### config.mk
export PLATFORM = sky130hd
export DESIGN_NAME = comp_serial_ctrl
export DESIGN_NICKNAME = d
export VERILOG_FILES = /design/src/rtl/comp_serial_ctrl.sv
export SDC_FILE = /design/constraint.sdc
export NUM_CORES = 1
export LEC_CHECK = 0
export CORE_MARGIN = 1.5
export CORE_UTILIZATION = 55
export DETAILED_ROUTE_END_ITERATION = 8
export PLACE_DENSITY = 0.88
export SLEW_MARGIN = 20
export SYNTH_ARGS = -nofsm -noshare
export SYNTH_HDL_FRONTEND = slang
export SYNTH_SLANG_ARGS = --single-unit
### constraint.sdc
create_clock -name clk -period 7.6 [get_ports clk]
set_clock_uncertainty 0.1 [all_clocks]
set_input_delay 1.9 -clock clk [delete_from_list [all_inputs] [get_ports clk]]
set_output_delay 1.9 -clock clk [all_outputs]
set_load 0.02 [all_outputs]
### src/rtl/comp_serial_ctrl.sv
// comp_serial_ctrl: bit-serial magnitude comparator controller.
// Latches two operands on start, walks them MSB first through a single
// 1-bit compare, stops on the first differing bit and presents a one-hot
// greater/equal/less result with a one-cycle done pulse.
module comp_serial_ctrl #(
    parameter int WIDTH = 8,
    parameter int CW    = $clog2(WIDTH + 1)
) (
    input  logic             clk,
    input  logic             rst,
    input  logic             start,
    input  logic [WIDTH-1:0] a,
    input  logic [WIDTH-1:0] b,
    output logic             busy,
    output logic             done,
    output logic             g,
    output logic             e,
    output logic             l,
    output logic [CW-1:0]    bits_used
);

    localparam int IW = (WIDTH > 1) ? $clog2(WIDTH) : 1;

    typedef enum logic [1:0] {
        IDLE = 2'd0,
        RUN  = 2'd1,
        DONE = 2'd2
    } state_t;

    state_t           state_r, state_nxt_s;
    logic [WIDTH-1:0] a_r, a_nxt_s;
    logic [WIDTH-1:0] b_r, b_nxt_s;
    logic [IW-1:0]    idx_r, idx_nxt_s;
    logic [CW-1:0]    cnt_r, cnt_nxt_s;
    logic [CW-1:0]    cnt_inc_s;
    logic             g_r, g_nxt_s;
    logic             e_r, e_nxt_s;
    logic             l_r, l_nxt_s;
    logic [CW-1:0]    bits_r, bits_nxt_s;
    logic             done_r, done_nxt_s;
    logic             busy_r, busy_nxt_s;
    logic             a_bit_s, b_bit_s;

    assign a_bit_s   = a_r[idx_r];
    assign b_bit_s   = b_r[idx_r];
    assign cnt_inc_s = cnt_r + CW'(1);

    // Next-state and next-output logic; every register holds unless a case below updates it.
    always_comb begin
        state_nxt_s = state_r;
        a_nxt_s     = a_r;
        b_nxt_s     = b_r;
        idx_nxt_s   = idx_r;
        cnt_nxt_s   = cnt_r;
        g_nxt_s     = g_r;
        e_nxt_s     = e_r;
        l_nxt_s     = l_r;
        bits_nxt_s  = bits_r;
        done_nxt_s  = 1'b0;
        case (state_r)
            IDLE: begin
                if (start) begin
                    a_nxt_s     = a;
                    b_nxt_s     = b;
                    idx_nxt_s   = IW'(WIDTH - 1);
                    cnt_nxt_s   = {CW{1'b0}};
                    g_nxt_s     = 1'b0;
                    e_nxt_s     = 1'b0;
                    l_nxt_s     = 1'b0;
                    state_nxt_s = RUN;
                end else begin
                    state_nxt_s = IDLE;
                end
            end
            RUN: begin
                cnt_nxt_s = cnt_inc_s;
                case ({a_bit_s, b_bit_s})
                    2'b10: begin
                        g_nxt_s     = 1'b1;
                        bits_nxt_s  = cnt_inc_s;
                        done_nxt_s  = 1'b1;
                        state_nxt_s = DONE;
                    end
                    2'b01: begin
                        l_nxt_s     = 1'b1;
                        bits_nxt_s  = cnt_inc_s;
                        done_nxt_s  = 1'b1;
                        state_nxt_s = DONE;
                    end
                    default: begin
                        // Bits agree: finish as equal at the LSB, otherwise step down.
                        if (idx_r == IW'(0)) begin
                            e_nxt_s     = 1'b1;
                            bits_nxt_s  = cnt_inc_s;
                            done_nxt_s  = 1'b1;
                            state_nxt_s = DONE;
                        end else begin
                            idx_nxt_s   = idx_r - IW'(1);
                        end
                    end
                endcase
            end
            DONE: begin
                // start is deliberately ignored here; the next accept happens from IDLE.
                state_nxt_s = IDLE;
            end
            default: begin
                state_nxt_s = IDLE;
            end
        endcase
        busy_nxt_s = (state_nxt_s != IDLE);
    end

    // State, datapath and output registers with synchronous reset.
    always_ff @(posedge clk) begin
        if (rst) begin
            state_r <= IDLE;
            a_r     <= {WIDTH{1'b0}};
            b_r     <= {WIDTH{1'b0}};
            idx_r   <= {IW{1'b0}};
            cnt_r   <= {CW{1'b0}};
            g_r     <= 1'b0;
            e_r     <= 1'b0;
            l_r     <= 1'b0;
            bits_r  <= {CW{1'b0}};
            done_r  <= 1'b0;
            busy_r  <= 1'b0;
        end else begin
            state_r <= state_nxt_s;
            a_r     <= a_nxt_s;
            b_r     <= b_nxt_s;
            idx_r   <= idx_nxt_s;
            cnt_r   <= cnt_nxt_s;
            g_r     <= g_nxt_s;
            e_r     <= e_nxt_s;
            l_r     <= l_nxt_s;
            bits_r  <= bits_nxt_s;
            done_r  <= done_nxt_s;
            busy_r  <= busy_nxt_s;
        end
    end

    assign busy      = busy_r;
    assign done      = done_r;
    assign g         = g_r;
    assign e         = e_r;
    assign l         = l_r;
    assign bits_used = bits_r;

endmodule

# After elaboration in Yosys (flattened, before gate mapping)
# Cells that the tools add are included.
# op_classes
n_lt_le_gt_ge	1
n_bitwise	1
mux	26
reduce_logical	14
n_addsub	2
eq_ne	9
# ops
operator	n
4-bit two-way mux	3
2-bit inequality test, second input constant	6
1-bit two-way mux	10
3-bit two-way mux	3
4-bit case mux with 2 select lines	1
4-bit AND reduction	2
1-bit binary-select mux with 3-bit select	2
1-bit case mux with 2 select lines	3
3-bit case mux with 2 select lines	1
2-bit AND reduction	3
3-bit AND reduction	2
2-bit nonzero test	3
4-bit by 1-bit adder with 4-bit output, second input constant	1
2-bit by 1-bit equality test with 1-bit output, second input constant	2
3-bit by 4-bit less-than comparator with 1-bit output, second input constant	1
2-bit two-way mux	2
2-bit case mux with 2 select lines	1
2-bit OR reduction	2
3-bit logical NOT	1
3-bit by 1-bit subtractor with 3-bit output, second input constant	1
2-bit equality test, second input constant	1
2-bit logical NOT	1
1-bit inverter	1
# totals
elab_cells	64
regBits	34
out_inout_bits	9

# Longest topological paths before layout
# logic_depth
depth_word	7
ltp_mapped	9
mapped_depth_nobuf	7

# Least setup slack after synthesis
# OpenSTA, ideal clock, no wires.
# synth_timing
path_type	input to register
start	input port start
end	register cnt_r[3]
required_time_ns	7.379
setup_slack_ns	4.601
t_arrival_ns	2.778
stages	4
path_cell_list	or3b_1 -> buf_2 -> and3_4 -> mux2_4
# synth_via
elab_chain_len	2
# synth_rtl
element	line	source
start, declared	11	input logic start,
2-bit inequality test (no source line)	--	
2-bit AND reduction (no source line)	--	
end signal, assigned	121	cnt_r <= {CW{1'b0}};
end signal, assigned	133	cnt_r <= cnt_nxt_s;
end, declared	34	logic [CW-1:0] cnt_r, cnt_nxt_s;
# No other way between the ends.
# A chain may end at the register's enable or synchronous reset.

# Worst setup path in the final report
# Same ends and word-level chain as after synthesis.

==> metrics.txt <==
Iter 0 DRT Violations 44; internal power 0.0002846 W; synth warn 0; Hold WS 357.0 ps; Clock Power Share 25.6%; crit path kind primary input to flip-flop; status completed; Initial Utilization 59.89%; largest cells by area after synthesis dfxtp_1, nand2_1, a21oi_1; residual DRC count 0; power density over cell area 220.2 mW/mm2; PortBufs 27; GRT Max-Usage Layer met2; hold buffers post-CTS 0; static leakage power 0.7148 nW; initial antenna violation count 0; share of layout cells above drive strength 1 8.500%; vias in the first global route 1293; Root Buffer clkbuf_4; final-report setup violation count 0; iteration count of the initial detailed-routing pass 4; cell taking the most area after synthesis dfxtp_1; drt total wl 3.030 mm; final global-route overflow total 0; Psw 0.0001237 W; startpoint types primary input; Slew HR 48.60%; Synth-to-Final Area Change 20.59%; Crit-path slowest cell or3b_1; RSZ-0062 raised after global routing no; Top FF cell, synth dfxtp_1; Worst EP arrival 3640 ps; post-CTS setup buffers 0; # rows 18; Synth Cell Area 0.001538 mm2; Reg clk slew, reported paths 100 ps; Largest delay share family, worst path simple AND/OR/NAND/NOR gates; max cap viols 0; final period utilization 46.13%; CP max stage delay 630 ps; antenna cells 0; CTS Buf Count 5; Tot GR Track Use 21.35%; post-synth top area share 44.26%; final antenna-violating net count 0; Top Ports 28; TritonCTS clock tree done; Tot Pwr 0.0004082 W; Max Root-Sink Buffers 2; final setup TNS 0 ps; critical path required time 7730 ps; class of the worst hold path flip-flop to flip-flop; met2 GRT Util 36.56%; Reg2Reg Setup Slack 5010 ps; GR Layer Usage met1 23.71%; Routed WL per cell 13.17 um; die extent in x 55.88 um; Net Count, Synth 201; Critical Path Sink Type flip-flop; worst skew pair latency 340 ps; min Tclk post-route 3506 ps; Hold Vio Cnt, Final 0; DR vias/cell 5.722; Switching Share 30.29%; maximum clock rate 285.3 MHz; CP Cell Sequence clkdlybuf4s50_1 > or3b_1 > and3_4 > mux2_4; Buf/Inv on CP 1; height of the die 55.88 um; VDD IR max 0.0001931 V; clk sinks 34; vias 1316; nets@finish 223; H-tree levels 2; register share of total power 51.4%; RePlAce Congestion 0.7857; Slew Limit Fails 0; Post-Synthesis Cells 177; FFs w/ async S/R, synth 0%; Synth Register Bits 34; Post-synth EDFFs 0; number of distinct library cells after synthesis 33; largest net degree at the start of global routing 31; post-cts sizing count 0; Worst-Margin Slew 770.2 ps; register area share after synthesis 44.26%; DPL Wire Length 2.115 mm; first-pass GRT wire length 5.216 mm; CP Max Fanout 17; DIE AREA 0.003122 mm2; Core Region 0.002567 mm2; Syn Area/Cell 8.688 um2; Combinational Power Share 23.0%; met3 usage in global routing 4.884%
## final timing paths
check	startpoint	end	cells after the start
min reg2reg	b_r[4]	b_r[4]	2
max reg2reg	idx_r[1]	idx_r[1]	7
max	start	cnt_r[3]	4
min	b_r[4]	b_r[4]	2
## routing by layer
metal,up-vias,wire (um)
li1,644,-
met1,625,1291
met2,36,1504
met3,11,157
met4,0,77
met5,-,0
## tightest hold or removal path: cells and delay by family (launching register included)
family	cells	cell delay [ps]
simple gates	1	50
compound gates	1	50
flops	1	320
## power groups by stage
stage          Combinational (W)  Sequential [W]  Clock, W
2_1_floorplan          0.0000692        0.000209         0
3_3_place_gp           0.0000891        0.000213         0
3_5_place_dp           0.0000931        0.000213         0
4_1_cts                0.0000939        0.000209  0.000107
5_1_grt                 0.000104        0.000213  0.000115
6_report               0.0000939        0.000210  0.000105
## cells in the mapped netlist (2+ instances only)
cell type,count
a211oi_1,3
a21oi_1,22
a311oi_1,2
and2_1,5
buf_1,2
buf_2,4
clkbuf_1,5
dfxtp_1,34
ha_1,5
inv_1,4
mux2i_1,2
mux4_2,4
nand2_1,44
nand2b_1,3
nand3_1,2
nor2_1,5
nor2b_1,7
nor3_1,3
nor3b_1,2
o21ai_0,6
## layout make-up
type	count	area [um2]
multi-input combinational	127	795.8
fill	198	713.2
sequential	34	680.7
timing repair buffer	27	265.3
clock buffer	7	55.05
tap	30	37.54
inverter	4	15.01
clock inverter	1	5.005
## cells in the final DEF, fill, tap and decap left out, types with 2 or more instances in the layout
master	Yosys	routed
clkdlybuf4s50_1	0	26
clkbuf_4	0	5
a21oi_1	22	22
nand2_1	44	44
a311oi_1	2	2
ha_1	5	5
inv_1	4	4
nor3_1	3	3
nor2b_1	7	7
nor2_1	5	5
dfxtp_1	34	34
mux2i_1	2	2
o21ai_0	6	6
mux4_2	4	4
a211oi_1	3	3
nand2b_1	3	3
and2_1	5	5
nand3_1	2	2
## state kept, by name (all words and copies together) (netlist names)
| name | cells |
|---|---|
| a_r | 8 |
| cnt_r | 4 |
| idx_r | 3 |
| bits_used | 4 |
| b_r | 8 |
| state_r | 2 |
| l | 1 |
| g | 1 |
| busy | 1 |
| done | 1 |
| e | 1 |
## kinds of logic after synthesis
kind of cell	synth area share, %
AOI/OAI and AO/OA	14.08
xor gates and xnor gates	0.5697
adders and majority gates	4.068
buffers and inverters	4.719
DFF	44.26
muxes	8.869
and+or+nand+nor	23.43
## per-stage QoR
stage                     cell area (um2)  util [%]  cells  setup WS (ps)
final                                1854     72.22    230           4094
after global routing                 1854     72.22    230           4059
after CTS                            1853     72.17    230           3809
after detailed placement             1793     69.83    222           3449
after global placement               1793     69.83    222           3527
after floorplan                      1538         -    177           4601
No activity file was read; power rests on OpenSTA's default activity.
